**config.mk**
```make
export PLATFORM = sky130hd
export DESIGN_NAME = clint_irq
export DESIGN_NICKNAME = d
export VERILOG_FILES = /design/src/rtl/clint_irq.sv
export SDC_FILE = /design/constraint.sdc
export NUM_CORES = 1
export LEC_CHECK = 0
export ABC_CLOCK_PERIOD_IN_PS = 7400
export CAP_MARGIN = 40
export CORE_MARGIN = 5
export CORE_UTILIZATION = 47
export CTS_CLUSTER_DIAMETER = 80
export CTS_CLUSTER_SIZE = 20
export DETAILED_ROUTE_END_ITERATION = 6
export PLACE_DENSITY = 0.92
export SYNTH_ARGS = -nofsm -noshare
export SYNTH_HDL_FRONTEND = slang
export SYNTH_SLANG_ARGS = --single-unit
```
**constraint.sdc**
```tcl
create_clock -name clk -period 7.4 [get_ports clk]
set_input_delay 1.48 -clock clk [delete_from_list [all_inputs] [get_ports clk]]
set_output_delay 1.48 -clock clk [all_outputs]
set_load 0.02 [all_outputs]
```
**src/rtl/clint_irq.sv**
```systemverilog
// ----------------------------------------------------------------------------
// clint_irq : core-local interruptor (machine timer + software interrupt)
//
// Holds mtime, mtimecmp and msip behind a small request/ack bus port and turns
// them into a registered interrupt request for the trap handler.
//
// Register map (8-byte aligned, bus_addr[2:0] ignored):
//   0x0000  msip      bit 0 only, other bits read as 0
//   0x4000  mtimecmp
//   0xBFF8  mtime
//   other   reads 0, writes dropped, bus_err flagged with the ack
//
// Ports:
//   clk, rst               core clock, asynchronous active-high reset
//   bus_req/we/addr        access request, direction, byte offset
//   bus_wstrb/wdata        per-byte write enables, write data
//   bus_rdata/ack/err      registered response, ack is a one-cycle pulse
//   priv_lvl, mstatus_mie  global interrupt enable inputs
//   mie_msie, mie_mtie     per-source enables
//   irq_en/code/val        registered interrupt request to the trap handler
//   mip_out                MSIP at bit 3, MTIP at bit 7 (ignores enables)
//   mtime_out              current mtime for time/rdtime
//
// Build option:
//   CLINT_PRESCALER_EN  when defined, mtime advances once every TICK_DIV
//                       clocks through a 16-bit prescaler; otherwise mtime
//                       advances every clock and TICK_DIV is unused.
// ----------------------------------------------------------------------------

// Per-byte write merge for the two 64-bit timer registers. A strobed byte
// takes the bus data; an unstrobed byte keeps the value it would have had
// without the write (the incremented mtime byte, or the old mtimecmp byte).
module clint_byte_lane (
    input  logic [7:0] inc_byte,
    input  logic [7:0] cmp_byte,
    input  logic [7:0] wbyte,
    input  logic       strb,
    input  logic       wr_time,
    input  logic       wr_cmp,
    output logic [7:0] time_nxt,
    output logic [7:0] cmp_nxt
);
    assign time_nxt = (wr_time && strb) ? wbyte : inc_byte;
    assign cmp_nxt  = (wr_cmp  && strb) ? wbyte : cmp_byte;
endmodule

module clint_irq #(
    parameter int unsigned TICK_DIV = 1,
    parameter int unsigned ADDR_W   = 16
) (
    input  logic              clk,
    input  logic              rst,
    input  logic              bus_req,
    input  logic              bus_we,
    input  logic [ADDR_W-1:0] bus_addr,
    input  logic [7:0]        bus_wstrb,
    input  logic [63:0]       bus_wdata,
    output logic [63:0]       bus_rdata,
    output logic              bus_ack,
    output logic              bus_err,
    input  logic [1:0]        priv_lvl,
    input  logic              mstatus_mie,
    input  logic              mie_msie,
    input  logic              mie_mtie,
    output logic              irq_en,
    output logic [3:0]        irq_code,
    output logic [63:0]       irq_val,
    output logic [63:0]       mip_out,
    output logic [63:0]       mtime_out
);
    localparam int NB = 8;

    localparam logic [ADDR_W-1:0] OFF_MSIP = ADDR_W'(16'h0000);
    localparam logic [ADDR_W-1:0] OFF_CMP  = ADDR_W'(16'h4000);
    localparam logic [ADDR_W-1:0] OFF_TIME = ADDR_W'(16'hBFF8);

    localparam logic [3:0] CODE_SW   = 4'd3;
    localparam logic [3:0] CODE_TM   = 4'd7;
    localparam logic [3:0] CODE_NONE = 4'd0;

    typedef enum logic [1:0] {
        REG_NONE,
        REG_MSIP,
        REG_CMP,
        REG_TIME
    } reg_sel_e;

    typedef struct packed {
        logic     rd;
        logic     wr;
        reg_sel_e sel;
    } req_t;

    // ------------------------------------------------------------------
    // State
    // ------------------------------------------------------------------
    logic [NB-1:0][7:0] mtime;
    logic [NB-1:0][7:0] mtimecmp;
    logic               msip;

    logic [NB-1:0][7:0] mtime_inc;
    logic [NB-1:0][7:0] mtime_nxt;
    logic [NB-1:0][7:0] mtimecmp_nxt;
    logic [NB-1:0][7:0] wdata_b;
    logic               msip_nxt;

    logic               acc;
    logic               tick;
    logic               wr_time;
    logic               wr_cmp;
    logic               wr_msip;
    req_t               req;
    logic [63:0]        rd_mux;

    logic               mtip;
    logic               gie;
    logic               sw_p;
    logic               tm_p;
    logic [3:0]         code_nxt;

    // Offset bits below the 8-byte word are don't-care.
    logic               unused_addr_lsb;
    assign unused_addr_lsb = ^bus_addr[2:0];

    // ------------------------------------------------------------------
    // Bus accept and decode
    // ------------------------------------------------------------------
    // While the ack is on the bus a held request is not taken again, so a
    // continuously asserted bus_req yields one access every two cycles.
    assign acc = bus_req & ~bus_ack;

    always_comb begin
        req     = '0;
        req.rd  = acc & ~bus_we;
        req.wr  = acc &  bus_we;
        req.sel = REG_NONE;
        if (bus_addr[ADDR_W-1:3] == OFF_MSIP[ADDR_W-1:3])
            req.sel = REG_MSIP;
        else if (bus_addr[ADDR_W-1:3] == OFF_CMP[ADDR_W-1:3])
            req.sel = REG_CMP;
        else if (bus_addr[ADDR_W-1:3] == OFF_TIME[ADDR_W-1:3])
            req.sel = REG_TIME;
    end

    assign wr_time = req.wr && (req.sel == REG_TIME);
    assign wr_cmp  = req.wr && (req.sel == REG_CMP);
    assign wr_msip = req.wr && (req.sel == REG_MSIP);

    // Reads observe the registers before this edge's increment.
    always_comb begin
        rd_mux = '0;
        case (req.sel)
            REG_MSIP: rd_mux = {63'b0, msip};
            REG_CMP:  rd_mux = mtimecmp;
            REG_TIME: rd_mux = mtime;
            default:  rd_mux = '0;
        endcase
    end

    // ------------------------------------------------------------------
    // Tick generation
    // ------------------------------------------------------------------
`ifdef CLINT_PRESCALER_EN
    localparam logic [15:0] PRESC_MAX = 16'(TICK_DIV - 1);

    logic [15:0] presc;

    // Tick on the wrap of the prescaler; an mtime write restarts the phase
    // so software sees a full TICK_DIV period after writing the counter.
    assign tick = (presc == PRESC_MAX);

    always_ff @(posedge clk or posedge rst) begin
        if (rst)
            presc <= '0;
        else if (wr_time || tick)
            presc <= '0;
        else
            presc <= presc + 16'd1;
    end
`else
    assign tick = 1'b1;
`endif

    // ------------------------------------------------------------------
    // Next-state for the timer registers
    // ------------------------------------------------------------------
    assign mtime_inc = mtime + 64'(tick);
    assign wdata_b   = bus_wdata;

    for (genvar k = 0; k < NB; k++) begin : g_lane
        clint_byte_lane u_lane (
            .inc_byte (mtime_inc[k]),
            .cmp_byte (mtimecmp[k]),
            .wbyte    (wdata_b[k]),
            .strb     (bus_wstrb[k]),
            .wr_time  (wr_time),
            .wr_cmp   (wr_cmp),
            .time_nxt (mtime_nxt[k]),
            .cmp_nxt  (mtimecmp_nxt[k])
        );
    end

    assign msip_nxt = (wr_msip && bus_wstrb[0]) ? bus_wdata[0] : msip;

    // ------------------------------------------------------------------
    // Interrupt sources and selection
    // ------------------------------------------------------------------
    assign mtip = (mtime >= mtimecmp);
    assign gie  = (priv_lvl != 2'b11) | mstatus_mie;
    assign sw_p = msip & mie_msie;
    assign tm_p = mtip & mie_mtie;

    // Software interrupt wins over the timer.
    always_comb begin
        code_nxt = CODE_NONE;
        if (sw_p)
            code_nxt = CODE_SW;
        else if (tm_p)
            code_nxt = CODE_TM;
    end

    // ------------------------------------------------------------------
    // Registers
    // ------------------------------------------------------------------
    always_ff @(posedge clk or posedge rst) begin
        if (rst) begin
            mtime     <= '0;
            mtimecmp  <= '1;
            msip      <= 1'b0;
            bus_ack   <= 1'b0;
            bus_err   <= 1'b0;
            bus_rdata <= '0;
            irq_en    <= 1'b0;
            irq_code  <= CODE_NONE;
        end else begin
            mtime     <= mtime_nxt;
            mtimecmp  <= mtimecmp_nxt;
            msip      <= msip_nxt;
            bus_ack   <= acc;
            bus_err   <= acc && (req.sel == REG_NONE);
            bus_rdata <= req.rd ? rd_mux : '0;
            // Level-sensitive: follows the sources with one cycle of delay.
            irq_en    <= gie & (sw_p | tm_p);
            irq_code  <= code_nxt;
        end
    end

    assign irq_val   = '0;
    assign mip_out   = {56'b0, mtip, 3'b0, msip, 3'b0};
    assign mtime_out = mtime;

endmodule

```
-- After elaboration in Yosys (flattened, before gate mapping)
Cells that the tools add are included.
- register bits after elaboration: 200
- bits in latches: 0
- memory bits (writable): 0
- ROM bits: 0
- input bits: 97
- output and inout bits: 263
- logic and storage cells: 78
- memories kept: 0
- add/sub/neg operators: 1
- multiply operators: 0
- divide/modulo/power cells: 0
- $lt $le $gt $ge: 1
- equality and inequality tests: 6
- shifts and indexed selects: 0
- multiplexer cells: 15
- bitwise gates (word level): 10
- reductions and logical operators: 23
- operators by type and width (operator ; number):
    64-bit one-hot mux with 3 select lines ; 1
    64-bit by 1-bit adder with 64-bit output, second input constant ; 1
    64-bit greater-or-equal comparator ; 1
    64-bit 2-to-1 mux ; 1
    8-bit 2-to-1 mux ; 8
    1-bit logical AND ; 21
    13-bit by 12-bit equality test with 1-bit output, second input constant ; 1
    13-bit equality test, second input constant ; 1
    13-bit zero test ; 1
    1-bit AND ; 6
    2-bit 2-to-1 mux ; 3
    3-bit 2-to-1 mux ; 2
    2-bit equality test, second input constant ; 2
    2-bit by 1-bit equality test with 1-bit output, second input constant ; 1
    2-bit zero test ; 1
    2-bit != test, second input constant ; 1
    1-bit NOT ; 2
    1-bit bitwise OR ; 2

-- Depth between registers and ports, before layout
- depth after elaboration: 8
- gate-level depth with buffers: 9
- mapped depth without buffers: 8

-- Cells and area by module
Synthesis repeated with hierarchy kept, for this count alone.
- cells, all modules: 1071
- area total of the unflattened synthesis: 11399.7 µm²
- by module, submodules not included (module ; times used ; cells each ; area each (µm²) ; seq. area each (µm²)):
    clint_irq ; 1 ; 927 ; 9858.2 ; 5034.8
    clint_byte_lane ; 8 ; 18 ; 192.7 ; 0.0

-- Least setup slack after synthesis
OpenSTA, ideal clock, no wires.
- path type: reg2out
- from: register mtime, in the netlist mtime_out[55]
- to: output mip_out[7]
- data arrival time: 1.971 ns
- setup slack: 3.949 ns
- cell stages (with the launch flop): 9
- path buffers: 1
- cells stage by stage: dfrtp_1 > ha_1 > and4_1 > nor4bb_1 > nand4_1 > a21oi_1 > nand2_1 > nand2_1 > buf_4
- cells in the longest elaborated chain, start to end: 1
- ends and longest elaborated chain (element ; line ; text):
    start: declaration ; 97 ; logic [NB-1:0][7:0] mtime;
    start signal: assignment ; 236 ; mtime <= mtime_nxt;
    64-bit greater-or-equal comparator ; 208 ; assign mtip = (mtime >= mtimecmp);
    end: declaration ; 68 ; output logic [63:0] mip_out,
No other way between the ends.

-- Worst setup path in the final report
- from: register mtimecmp[63] in the netlist's numbering
- to: output mip_out[7]
- cells in the longest elaborated chain, start to end: 1
- ends and longest elaborated chain (element ; line ; text):
    start: declaration ; 98 ; logic [NB-1:0][7:0] mtimecmp;
    start signal: assignment ; 237 ; mtimecmp <= mtimecmp_nxt;
    64-bit greater-or-equal comparator ; 208 ;
No other way between the ends.

==> results by group <==
Pwr
  – Internal cell power: between 1.5 and 2 mW
  – Part of the total power dissipated in sequential elements: 0.495
  – Peak supply drop: 0.0001065 V
  – Clk network pwr share: 0.400
  – Fraction of power spent switching nets: 0.2739
  – Power per cell area: ~160 mW/mm²
  – Switching power: roughly 0.62 mW
  – Leakage: 5.884 nW
  – Comb power frac: 0.105

Logic synthesis
  – Combinational family with the most area after synthesis: simple AND/OR/NAND/NOR gates
  – Proportion of register bits with asynchronous set or reset after synthesis: 1.000
  – Cells after synthesis: about 1200
  – Post-synthesis share of cell area spent on xor and xnor gates: 0.04017
  – Number of flops mapped to enable cells by yosys: 0
  – Share of synthesized area occupied by flip-flops and latches: 0.4441
  – Compound-gate portion of the synthesized area: 0.1040
  – Synthesized area per cell: a little under 10 µm²
  – Total of warnings raised by yosys: 0
  – Multiplexer share of the synthesized area: 0.06843
  – Cell area after synthesis: ~0.011 mm²
  – Distinct cell type count after synthesis: 50
  – Synthesized flop and latch total: slightly below 200
  – Main synth FF type: sky130_fd_sc_hd__dfrtp_1
  – Adder and majority cell fraction of the synthesized area: 0.07174
  – Simple-gate share of the synthesized area: 0.1440

Route
  – Vias per std cell: ~5.4
  – DR iter-0 viols: just under 800
  – # DRC: 0
  – Via count: between 9000 and 10000
  – Remaining antenna violation count after routing: 0
  – Average detailed-routed wire length per instance: about 19 µm
  – Pre-antenna DRT Iters: 5
  – WL final: around 32000 µm

GRT
  – All-Layer GR Usage: 0.2265
  – First-pass GRT wire length: 48840 µm
  – Antenna violations before repair: 0
  – Number of global-route vias before repair: between 9000 and 10000
  – Overflow left after global routing: 0
  – Largest net degree at the start of global routing: 67

Setup path
  – CP delay by family, top: simple AND/OR/NAND/NOR gates
  – CP max stage delay: between 0.7 and 0.8 ns
  – Critical path launch point type: flip-flop
  – Classification of the worst setup path: reg -> out
  – Endpoint arrival time on the critical path: approximately 3.6 ns
  – Critical Path, Cell by Cell: inv_1 > ha_1 > nand4_1 > nor4bb_1 > nand4_1 > a21oi_1 > nand2_1 > nand2_1 > clkdlybuf4s50_1
  – Required time at the endpoint of the critical path: 5.92 ns
  – Capture instance of the worst register-to-register path: mtime_out[59]
  – Depth of the worst register-to-register path: 6
  – Highest fanout seen on the critical path: 3
  – Critical path buffer and inverter count: 2
  – Max stage delay cell, worst path: sky130_fd_sc_hd__nor4bb_1
  – R2R Setup Slk: around 4.4 ns
  – Start of the worst register-to-register path: mtime_out[31]
  – Critical path capture point type: output port

Hold path
  – Hold Path Cell Cnt: 1
  – Terminating pin of the worst hold path: bus_ack
  – Worst Min Path Start: bus_ack
  – Path class of the lowest-slack min-delay path: reg -> reg

Placement
  – Final HPWL from detailed placement: 23790 µm
  – Buffers added on ports: roughly 230
  – Global placement routability congestion: around 0.86

Clocking
  – Total of cells resized after clock tree synthesis: 0
  – Clock-pin slew on the worst setup and hold paths: around 0.07 ns
  – Hold bufs inserted after CTS: 0
  – Clock root buffer: sky130_fd_sc_hd__clkbuf_16
  – Clock buffer count from CTS: 17
  – Post-CTS setup buffer count: 0
  – TritonCTS clock tree: yes
  – H-Tree Level Count: 4
  – Number of buffers on the longest clock path: 2
  – TritonCTS sink count: between 150 and 200
  – Worst-Skew Late Latency: 0.42 ns

STA
  – Final sum of negative setup slack: 0 ns
  – Max Clk Rate: about 200 MHz
  – Slew HR: 0.4253
  – Actual transition at the worst max-transition pin: ~0.86 ns
  – Ratio of final minimum period to clock period: 0.6819
  – Count of endpoints failing hold in the final timing report: 0
  – Max-slew violation count: 0
  – Max Clock Skew: 0.01062 ns
  – Setup repair after global routing missed its margin: false
  – Final setup violation count: 0
  – Min Tclk post-route: between 5 and 6 ns

Layout
  – Core Util, Final: 0.5972
  – Share of post-route cells with drive strength above 1: 0.1356
  – Count of nets after finishing: between 1500 and 2000
  – Antenna diode count: 0
  – Layout Area Growth over Synthesis: 24.38%

Die
  – Io pins: 360
  – Die outline area: ~0.027 mm²
  – Effective utilization at floorplan: 0.4801
  – Core area: approximately 0.024 mm²
  – Chip height: approximately 170 µm
  – Std cell rows: 56
  – Die outline width: 165.3 µm

Flow run
  – Number of max-cap violations: 0

Run status
  – Run status: finished, final reports clean
-- power by group through the flow --
| stage | clock network (mW) | logic, mW | registers [mW] |
|---|---|---|---|
| floorplan | 0 | 0.163 | 1.15 |
| global placement | 0 | 0.225 | 1.14 |
| detailed placement | 0 | 0.234 | 1.14 |
| CTS | 0.922 | 0.235 | 1.12 |
| global route | 0.969 | 0.257 | 1.12 |
| finish | 0.902 | 0.236 | 1.12 |
-- kinds of logic (layout without fill, tap and decap cells) --
family | count (synthesis) | count (layout)
xor+xnor | 52 | 52
other cells | 1 | 127
flops | 198 | 198
simple gates | 343 | 343
compound gates | 188 | 188
buf+inv | 254 | 359
fa+ha+maj | 65 | 65
mux | 69 | 69
-- cells in the mapped netlist (all sizes together), types with 11 or more instances --
cell	number	area share
mux2	68	0.068
nand4	19	0.012
a21oi	81	0.036
o21ai	14	0.0062
buf	132	0.087
nor3	19	0.0084
dfrtp	134	0.30
dfstp	64	0.15
clkbuf	37	0.012
nor4	14	0.0096
xor2	13	0.010
inv	85	0.028
and4	11	0.0085
nand3	29	0.013
a22oi	64	0.042
ha	65	0.072
xnor2	39	0.030
nor2	149	0.049
nand2	67	0.022
-- stage by stage --
step / hold slack [ns] / setup slack, ns / cells / area [µm²] / total power, mW
after floorplan: 0.4724 / 0.6286 / 1296 / 11810 / 1.309
after global placement: 0.4856 / 2.197 / 1682 / 13450 / 1.360
after detailed placement: 0.5053 / 2.683 / 1688 / 13540 / 1.371
after CTS: 0.5137 / 2.293 / 1720 / 14100 / 2.274
after global routing: 0.5320 / 2.136 / 1720 / 14100 / 2.345
final: 0.5029 / 2.354 / 1720 / 14100 / 2.256
-- sequential cells by signal (all words and copies together) (netlist names) --
register   count
mtimecmp      64
bus_rdata     64
msip           1
irq_code       2
bus_err        1
bus_ack        1
mtime_out     64
irq_en         1
-- cells in the final DEF (no fill, tap or decap), types with 13 or more instances in the layout --
master / instances
sky130_fd_sc_hd__a21oi_1: 81
sky130_fd_sc_hd__a22oi_1: 64
sky130_fd_sc_hd__clkbuf_16: 17
sky130_fd_sc_hd__clkdlybuf4s50_1: 229
sky130_fd_sc_hd__conb_1: 127
sky130_fd_sc_hd__dfrtp_1: 134
sky130_fd_sc_hd__dfstp_2: 64
sky130_fd_sc_hd__ha_1: 65
sky130_fd_sc_hd__inv_1: 84
sky130_fd_sc_hd__mux2_2: 68
sky130_fd_sc_hd__nand2_1: 67
sky130_fd_sc_hd__nand3_1: 28
sky130_fd_sc_hd__nand4_1: 18
sky130_fd_sc_hd__nor2_1: 149
sky130_fd_sc_hd__nor3_1: 19
sky130_fd_sc_hd__o21ai_0: 14
sky130_fd_sc_hd__xnor2_1: 39
sky130_fd_sc_hd__xor2_1: 13
-- worst max-delay path by stage --
| stage | from | to | slack [ns] | cells past startpoint |
|---|---|---|---|---|
| after detailed placement | bus_addr[10] | mtime_out[8] | 2.68 | 8 |
| final | mtimecmp[63] | mip_out[7] | 2.35 | 9 |
| after global placement | bus_addr[14] | mtime_out[47] | 2.20 | 8 |
| after global routing | mtimecmp[63] | mip_out[7] | 2.14 | 9 |
| after floorplan | rst | bus_ack | 0.63 | 1 |
| after CTS | mtimecmp[63] | mip_out[7] | 2.29 | 9 |
-- metal layers --
layer	global-route usage	vias up	share of wire
li1	-	4201	-
met1	0.2838	4523	0.40
met2	0.3981	438	0.50
met3	0.04741	50	0.081
met4	0.06074	0	0.020
met5	0	-	0
-- cell type report --
class | instances | area, µm²
Fill cell | 1956 | 9512
Inverter | 85 | 326.6
Multi-Input combinational cell | 844 | 5343
Clock inverter | 12 | 112.6
Tap cell | 319 | 399.1
Sequential cell | 198 | 5035
Timing Repair Buffer | 242 | 2439
Clock buffer | 20 | 446.7
Power figures use the tool's default switching activity.
